$ cat config.mk
export PLATFORM = sky130hd
export DESIGN_NAME = wb_port_arbiter
export DESIGN_NICKNAME = d
export VERILOG_FILES = /design/src/rtl/wb_port_arbiter.sv
export SDC_FILE = /design/constraint.sdc
export NUM_CORES = 1
export LEC_CHECK = 0
export CAP_MARGIN = 10
export CORE_AREA = 2 2 105 107
export CTS_CLUSTER_DIAMETER = 40
export DETAILED_ROUTE_END_ITERATION = 12
export DIE_AREA = 0 0 107 109
export PLACE_DENSITY_LB_ADDON = 0.1
export REMOVE_ABC_BUFFERS = 1
export SYNTH_ARGS = -nofsm -noshare
export SYNTH_HDL_FRONTEND = slang
export SYNTH_SLANG_ARGS = --single-unit
$ cat constraint.sdc
create_clock -name clk -period 4 [get_ports clk]
set_clock_uncertainty 0.05 [all_clocks]
set_input_delay 0.4 -clock clk [delete_from_list [all_inputs] [get_ports clk]]
set_output_delay 0.4 -clock clk [all_outputs]
set_load 0.05 [all_outputs]
$ cat src/rtl/wb_port_arbiter.sv
// Register-file write-port arbiter between the in-order pipeline writeback and a
// long-latency unit whose results wait in a small in-order queue.
module wb_port_arbiter #(
    parameter int DATA_W       = 32,
    parameter int RADDR_W      = 5,
    parameter int DEPTH        = 2,
    parameter int STARVE_LIMIT = 4
) (
    input  logic                       clk,
    input  logic                       rst_n,
    input  logic                       pipe_we_i,
    input  logic [RADDR_W-1:0]         pipe_rd_i,
    input  logic [DATA_W-1:0]          pipe_data_i,
    input  logic                       llu_valid_i,
    input  logic [RADDR_W-1:0]         llu_rd_i,
    input  logic [DATA_W-1:0]          llu_data_i,
    output logic                       llu_ready_o,
    output logic                       stall_o,
    output logic                       rf_we_o,
    output logic [RADDR_W-1:0]         rf_waddr_o,
    output logic [DATA_W-1:0]          rf_wdata_o,
    output logic [$clog2(DEPTH+1)-1:0] llu_pending_o
);

    localparam int PTR_W  = (DEPTH > 1) ? $clog2(DEPTH) : 1;
    localparam int CNT_W  = $clog2(DEPTH + 1);
    localparam int WAIT_W = $clog2(STARVE_LIMIT + 1);

    typedef enum logic {NORMAL, FORCE} state_t;

    state_t              state, state_nxt;
    logic                q_live [DEPTH];
    logic [RADDR_W-1:0]  q_rd   [DEPTH];
    logic [DATA_W-1:0]   q_data [DEPTH];
    logic [PTR_W-1:0]    rd_ptr, wr_ptr;
    logic [CNT_W-1:0]    count;
    logic [WAIT_W-1:0]   wait_cnt, wait_nxt;

    logic q_empty, head_live, head_dead, push, pipe_req;
    logic grant_pipe, grant_head, pop, push_killed;

    function automatic logic [PTR_W-1:0] ptr_inc(input logic [PTR_W-1:0] p);
        return (p == PTR_W'(DEPTH - 1)) ? '0 : p + 1'b1;
    endfunction

    assign q_empty     = (count == '0);
    assign head_live   = ~q_empty & q_live[rd_ptr];
    assign head_dead   = ~q_empty & ~q_live[rd_ptr];
    assign llu_ready_o = (count < CNT_W'(DEPTH));
    assign push        = llu_valid_i & llu_ready_o & (llu_rd_i != '0);
    assign stall_o     = (state == FORCE);
    assign pipe_req    = pipe_we_i & (pipe_rd_i != '0) & ~stall_o;
    // The pipe write is younger than any queued LLU result, so it wins the WAW race.
    assign push_killed = grant_pipe & (llu_rd_i == pipe_rd_i);
    assign llu_pending_o = count;

    always_comb begin
        grant_pipe = 1'b0;
        grant_head = 1'b0;
        pop        = 1'b0;
        state_nxt  = state;
        wait_nxt   = wait_cnt;
        case (state)
            NORMAL: begin
                grant_pipe = pipe_req;
                grant_head = ~pipe_req & head_live;
                pop        = grant_head | head_dead;
                if (head_live && !grant_head && wait_cnt == WAIT_W'(STARVE_LIMIT - 1))
                    state_nxt = FORCE;
            end
            FORCE: begin
                grant_head = head_live;
                pop        = ~q_empty;
                state_nxt  = NORMAL;
            end
            default: state_nxt = NORMAL;
        endcase
        if (pop || q_empty)
            wait_nxt = '0;
        else if (head_live && !grant_head)
            wait_nxt = wait_cnt + 1'b1;
    end

    always_ff @(posedge clk or negedge rst_n) begin
        if (!rst_n) begin
            state      <= NORMAL;
            wait_cnt   <= '0;
            rd_ptr     <= '0;
            wr_ptr     <= '0;
            count      <= '0;
            rf_we_o    <= 1'b0;
            rf_waddr_o <= '0;
            rf_wdata_o <= '0;
        end else begin
            state    <= state_nxt;
            wait_cnt <= wait_nxt;
            if (push) wr_ptr <= ptr_inc(wr_ptr);
            if (pop)  rd_ptr <= ptr_inc(rd_ptr);
            case ({push, pop})
                2'b10:   count <= count + 1'b1;
                2'b01:   count <= count - 1'b1;
                default: count <= count;
            endcase
            rf_we_o <= grant_pipe | grant_head;
            if (grant_pipe) begin
                rf_waddr_o <= pipe_rd_i;
                rf_wdata_o <= pipe_data_i;
            end else if (grant_head) begin
                rf_waddr_o <= q_rd[rd_ptr];
                rf_wdata_o <= q_data[rd_ptr];
            end
        end
    end

    // Queue storage carries no reset; count gates every read of it.
    always_ff @(posedge clk) begin
        for (int i = 0; i < DEPTH; i++) begin
            if (grant_pipe && q_rd[i] == pipe_rd_i)
                q_live[i] <= 1'b0;
        end
        if (push) begin
            q_live[wr_ptr] <= ~push_killed;
            q_rd[wr_ptr]   <= llu_rd_i;
            q_data[wr_ptr] <= llu_data_i;
        end
    end

endmodule

* Word level (Yosys, flattened, before mapping) *
Memories as Yosys holds them, arrays and structs flattened.
Cells that the tools add are included.

word-level totals
  bits in registers = 46
  memory bits (writable) = 76
  bits of input ports = 78
  output and inout bits = 42
  logic and storage cells = 72
  memories kept = 3

memory list
  name    depth  width  rd ports  clocked after Yosys merged registers in  wr ports  RTL line  RTL
  q_data  2      32     1         0                                        1         34        logic [DATA_W-1:0] q_data [DEPTH];
  q_rd    2      5      3         0                                        1         33        logic [RADDR_W-1:0] q_rd [DEPTH];
  q_live  2      1      1         0                                        3         32        logic q_live [DEPTH];

operators by class
  add/sub/neg operators = 5
  order comparisons = 1
  equality and inequality tests = 6
  muxes and demuxes = 20
  bitwise logic cells = 15
  reduce and logical (&&, ||, !) cells = 14

operators by type and width
  cell                                                                   number
  32-bit two-way mux                                                     2
  5-bit equality test                                                    3
  1-bit two-way mux                                                      10
  5-bit two-way mux                                                      2
  5-bit nonzero test                                                     2
  1-bit bitwise AND                                                      8
  3-bit two-way mux                                                      2
  1-bit case mux with 2 select lines                                     3
  2-bit nonzero test                                                     3
  1-bit logical AND                                                      5
  1-bit inverter                                                         5
  2-bit case mux with 2 select lines                                     1
  3-bit by 1-bit adder with 3-bit output, second input constant          1
  3-bit by 2-bit equality test with 1-bit output, second input constant  1
  1-bit adder, second input constant                                     2
  2-bit by 1-bit adder with 2-bit output, second input constant          1
  2-bit by 1-bit equality test with 1-bit output, second input constant  1
  2-bit equality test, second input constant                             1
  1-bit zero test                                                        2
  2-bit zero test                                                        1
  2-bit < comparator, second input constant                              1
  1-bit OR                                                               2
  2-bit by 1-bit subtractor with 2-bit output, second input constant     1
  1-bit logical OR                                                       1

* Depth between registers and ports, before layout *
  word-level depth = 10
  mapped depth = 9
  mapped depth without buffers = 7

* Least setup slack after synthesis *
OpenSTA, ideal clock, no wires.

  path kind = reg2reg
  start point = register count[1], in the netlist llu_pending_o[1]
  end point = memory q_live[0] (enable)
  library setup time = 0.305 ns
  data arrival time = 2.766 ns
  required time = 3.645 ns
  slack = 0.879 ns
  cell stages (with the launch flop) = 5
  buffers on the path = 0
  clock period less this slack = 3.121 ns
  cell sequence = dfrtp_1 nor2b_1 o21ai_4 nor2_1 a41o_1

RTL lines
  element                   RTL line  RTL
  start: declaration        36        logic [CNT_W-1:0] count;
  start signal: assignment  100       2'b10: count <= count + 1'b1;
  start signal: assignment  101       2'b01: count <= count - 1'b1;
  start signal: assignment  102       default: count <= count;
  end: declaration          32

* Final worst setup path *
  start point = register count[1], in the netlist llu_pending_o[1]
  end point = output llu_ready_o

between the ends
  word-level cells in the longest chain between the ends = 1

ends and longest elaborated chain
  element             RTL line  RTL
  2-bit < comparator  49        assign llu_ready_o = (count < CNT_W'(DEPTH));
  end: declaration    17        output logic llu_ready_o,

Every way passes these cells.

==> metrics.txt <==
outcome=finished, final reports clean; kind of cell adding the most delay to the critical path=buffers and inverters; register bit total from synthesis=122; WP buf/inv=2; PnR Total Power=approximately 5 mW; Synth Instances=348; CP Cell Sequence=inv_1, clkdlybuf4s50_1; # nets final=~550; DR iter-0 viols=between 100 and 150; IO Port Bufs=119; largest net degree at the start of global routing=47; Worst Max-Slew Pin Slew=about 0.86 ns; PD cells=approximately 700 nW/um^2; number of setup buffers added after CTS=0; row cnt=38; routed wire length=10.3 mm; Inserted Clock Buffers=17; first-pass GRT wire length=roughly 16 mm; TritonRoute pass-1 iters=4; gp weighted congestion=around 0.78; Leakage=between 2 and 3 nW; Ys Warns=0; dpl cell area=6410 um^2; Detail Placement HPWL=approximately 6.8 mm; Setup crit start kind=flop; initial antenna violation count=0; post-route cell area=roughly 7000 um^2; share of cells above drive strength 1=0.171; min Tclk post-route=approximately 2.3 ns; Setup Viol. Count Final=0; WS Path Type=reg2out; Fin. Hold Viols=0; Starting Density=0.483; Tcrit/Tclk final=0.576; setup TNS=0 ns; Die Y=between 100 and 150 um; Worst Path Required=roughly 3.6 ns; vias in the first global route=3238; Overflow after GRT=0; cell taking the most area after synthesis=edfxtp_1; Max Root-Sink Buffers=2; Via density=5.03; via count=3143; WL per Instance=16.5 um; Die Area=11700 um^2; I/O pin count=between 100 and 150; GRT Total Usage=0.189; Max Cap Violations=0; clock-pin slew on the worst setup and hold paths=about 0.06 ns; Worst Reg2Reg Path Length in Cells=5; final non-filler cell total=between 600 and 700; synthesized area per cell=about 15 um^2; crit path DAT=1.85 ns; Area contributors post-synth=edfxtp_1 45%, dfrtp_1 22%, mux2_2 7.9%, mux2i_1 7.2%, o21ai_1 3.6%; Tightest Hold Check Type=in2reg; unrepaired setup endpoints after global routing=no; Critical Path Stages=2; Fmax=0.434 GHz; CTS sink count=between 100 and 150; H-Tree Depth=4; DRC errors left=0; Final Max Tran Viols=0; unique cell type count in the Yosys netlist=37; Slew Limit Headroom=0.428; CP max-delay cell=clkdlybuf4s50_1; synthesized cell area=between 5000 and 6000 um^2; CTS root buf=clkbuf_8; die span in x=~110 um; crit-path max FO=4; Hold Path Depth=3; CTS tree=done; area delta synth->final=36.5%; IR drop worst, VDD=390 uV; placed cells=approximately 590; highest cell delay on the worst timing path=between 0.8 and 0.9 ns; Seq/Total Area, Yosys=0.671; core area=approximately 11000 um^2; top cell type's share of synthesized area=0.446; CP endpoint kind=output pin; ANT nets after route=0; Clk Latency, worst-skew pair=around 0.51 ns; Antenna Cells=0
-- logic make-up (layout without fill, tap and decap cells) --
group | after synthesis | after routing | share of synthesized area
and+or+nand+nor | 58 | 58 | 0.0528
DFF | 122 | 122 | 0.671
AOI/OAI and AO/OA | 47 | 47 | 0.0543
adders and majority gates | 3 | 3 | 0.00733
buffers and inverters | 25 | 162 | 0.0281
muxes | 74 | 74 | 0.154
xor gates and xnor gates | 19 | 19 | 0.0325
-- final cells by class --
cell class	count	area (um^2)
Clock buffer	19	422
Multi-Input combinational cell	201	1550
Inverter	4	15.0
Tap cell	140	175
Sequential cell	122	3430
Clock inverter	13	153
Fill cell	809	3610
Timing Repair Buffer	126	1240
-- Yosys cell counts (all sizes together) --
| master | count |
|---|---|
| a211o | 1 |
| a21oi | 4 |
| a41o | 1 |
| and3 | 1 |
| and4 | 1 |
| buf | 13 |
| clkbuf | 8 |
| dfrtp | 46 |
| edfxtp | 76 |
| ha | 3 |
| inv | 4 |
| mux2 | 37 |
| mux2i | 37 |
| nand2 | 37 |
| nand2b | 1 |
| nand3 | 1 |
| nand4 | 1 |
| nor2 | 7 |
| nor2b | 2 |
| nor3 | 4 |
| nor3b | 1 |
| o211ai | 1 |
| o21ai | 38 |
| o221a | 1 |
| o31ai | 1 |
| or2 | 1 |
| or4 | 1 |
| xnor2 | 11 |
| xor2 | 8 |
-- path summary, 6_finish.rpt --
kind / start / to / slack, ns
max: llu_pending_o[1]$_DFFE_PN0P_ / llu_ready_o / 1.70
min: pipe_data_i[19] / rf_wdata_o[19]$_DFFE_PN0P_ / 0.38
max reg2reg: rd_ptr$_DFFE_PN0P_ / rf_wdata_o[8]$_DFFE_PN0P_ / 1.86
min reg2reg: wait_cnt[0]$_DFFE_PN0P_ / wait_cnt[0]$_DFFE_PN0P_ / 0.39
max in group asynchronous: rst_n / rd_ptr$_DFFE_PN0P_ / 2.96
min in group asynchronous: rst_n / rf_waddr_o[0]$_DFFE_PN0P_ / 0.49
-- worst register-to-register path, cell delays in order (launching register included) --
cell     delay (ns)
dfrtp_2        0.41
mux2_4         0.20
nor2b_4        0.43
buf_4          0.55
mux2i_1        0.30
o21ai_1        0.08
-- report_power, final --
group          internal [mW]  switching [mW]  leakage, nW  total, mW
Clock                  0.943           0.529        0.282       1.47
Sequential              1.65           0.128         1.26       1.78
Combinational          0.732            1.05         1.11       1.79
Total                   3.32            1.71         2.65       5.03
-- cells in the final DEF, fill, tap and decap left out, types with 2 or more instances in the layout --
cell type and count:
nor2_1 5, edfxtp_1 76, dfrtp_1 45, clkdlybuf4s50_1 118, mux2_2 36, clkinvlp_4 2
nand2_1 37, o21ai_1 37, mux2i_1 37, nor3_1 3, ha_1 3, inv_1 3
a21oi_1 3, clkbuf_16 16, xnor2_1 11, bufinv_16 3, xor2_1 8, buf_4 6
clkinv_2 6, clkbuf_1 2
-- state kept, by name, indices dropped and copies added, names as in the netlist --
register / count
rf_we_o: 1
llu_pending_o: 2
rd_ptr: 1
wait_cnt: 3
stall_o: 1
q_live: 2
rf_waddr_o: 5
rf_wdata_o: 32
wr_ptr: 1
q_data: 64
q_rd: 10
-- routing by layer --
| layer | wire length [um] | track usage | share of wire | vias up |
|---|---|---|---|---|
| met5 | 0 | 0 | 0 | - |
| met4 | 169 | 0.0742 | 0.016 | 0 |
| met1 | 4610 | 0.244 | 0.45 | 1520 |
| met3 | 482 | 0.0520 | 0.047 | 14 |
| met2 | 5080 | 0.305 | 0.49 | 93 |
| li1 | - | - | - | 1516 |
-- what timing repair did --
item | in CTS | in global routing
resized for setup | 0 | 0
hold buffers | 1 | 0
endpoints found under the hold margin | 46 | 0
-- metrics by stage --
| stage | util | worst slack (ns) | hold WS [ns] |
|---|---|---|---|
| after floorplan | - | 0.879 | 0.0544 |
| after global placement | 0.604 | 1.37 | 0.379 |
| after detailed placement | 0.604 | 1.34 | 0.376 |
| after CTS | 0.659 | 1.66 | 0.358 |
| after global routing | 0.659 | 1.62 | 0.348 |
| final | 0.659 | 1.70 | 0.379 |
Power figures use the tool's default switching activity.
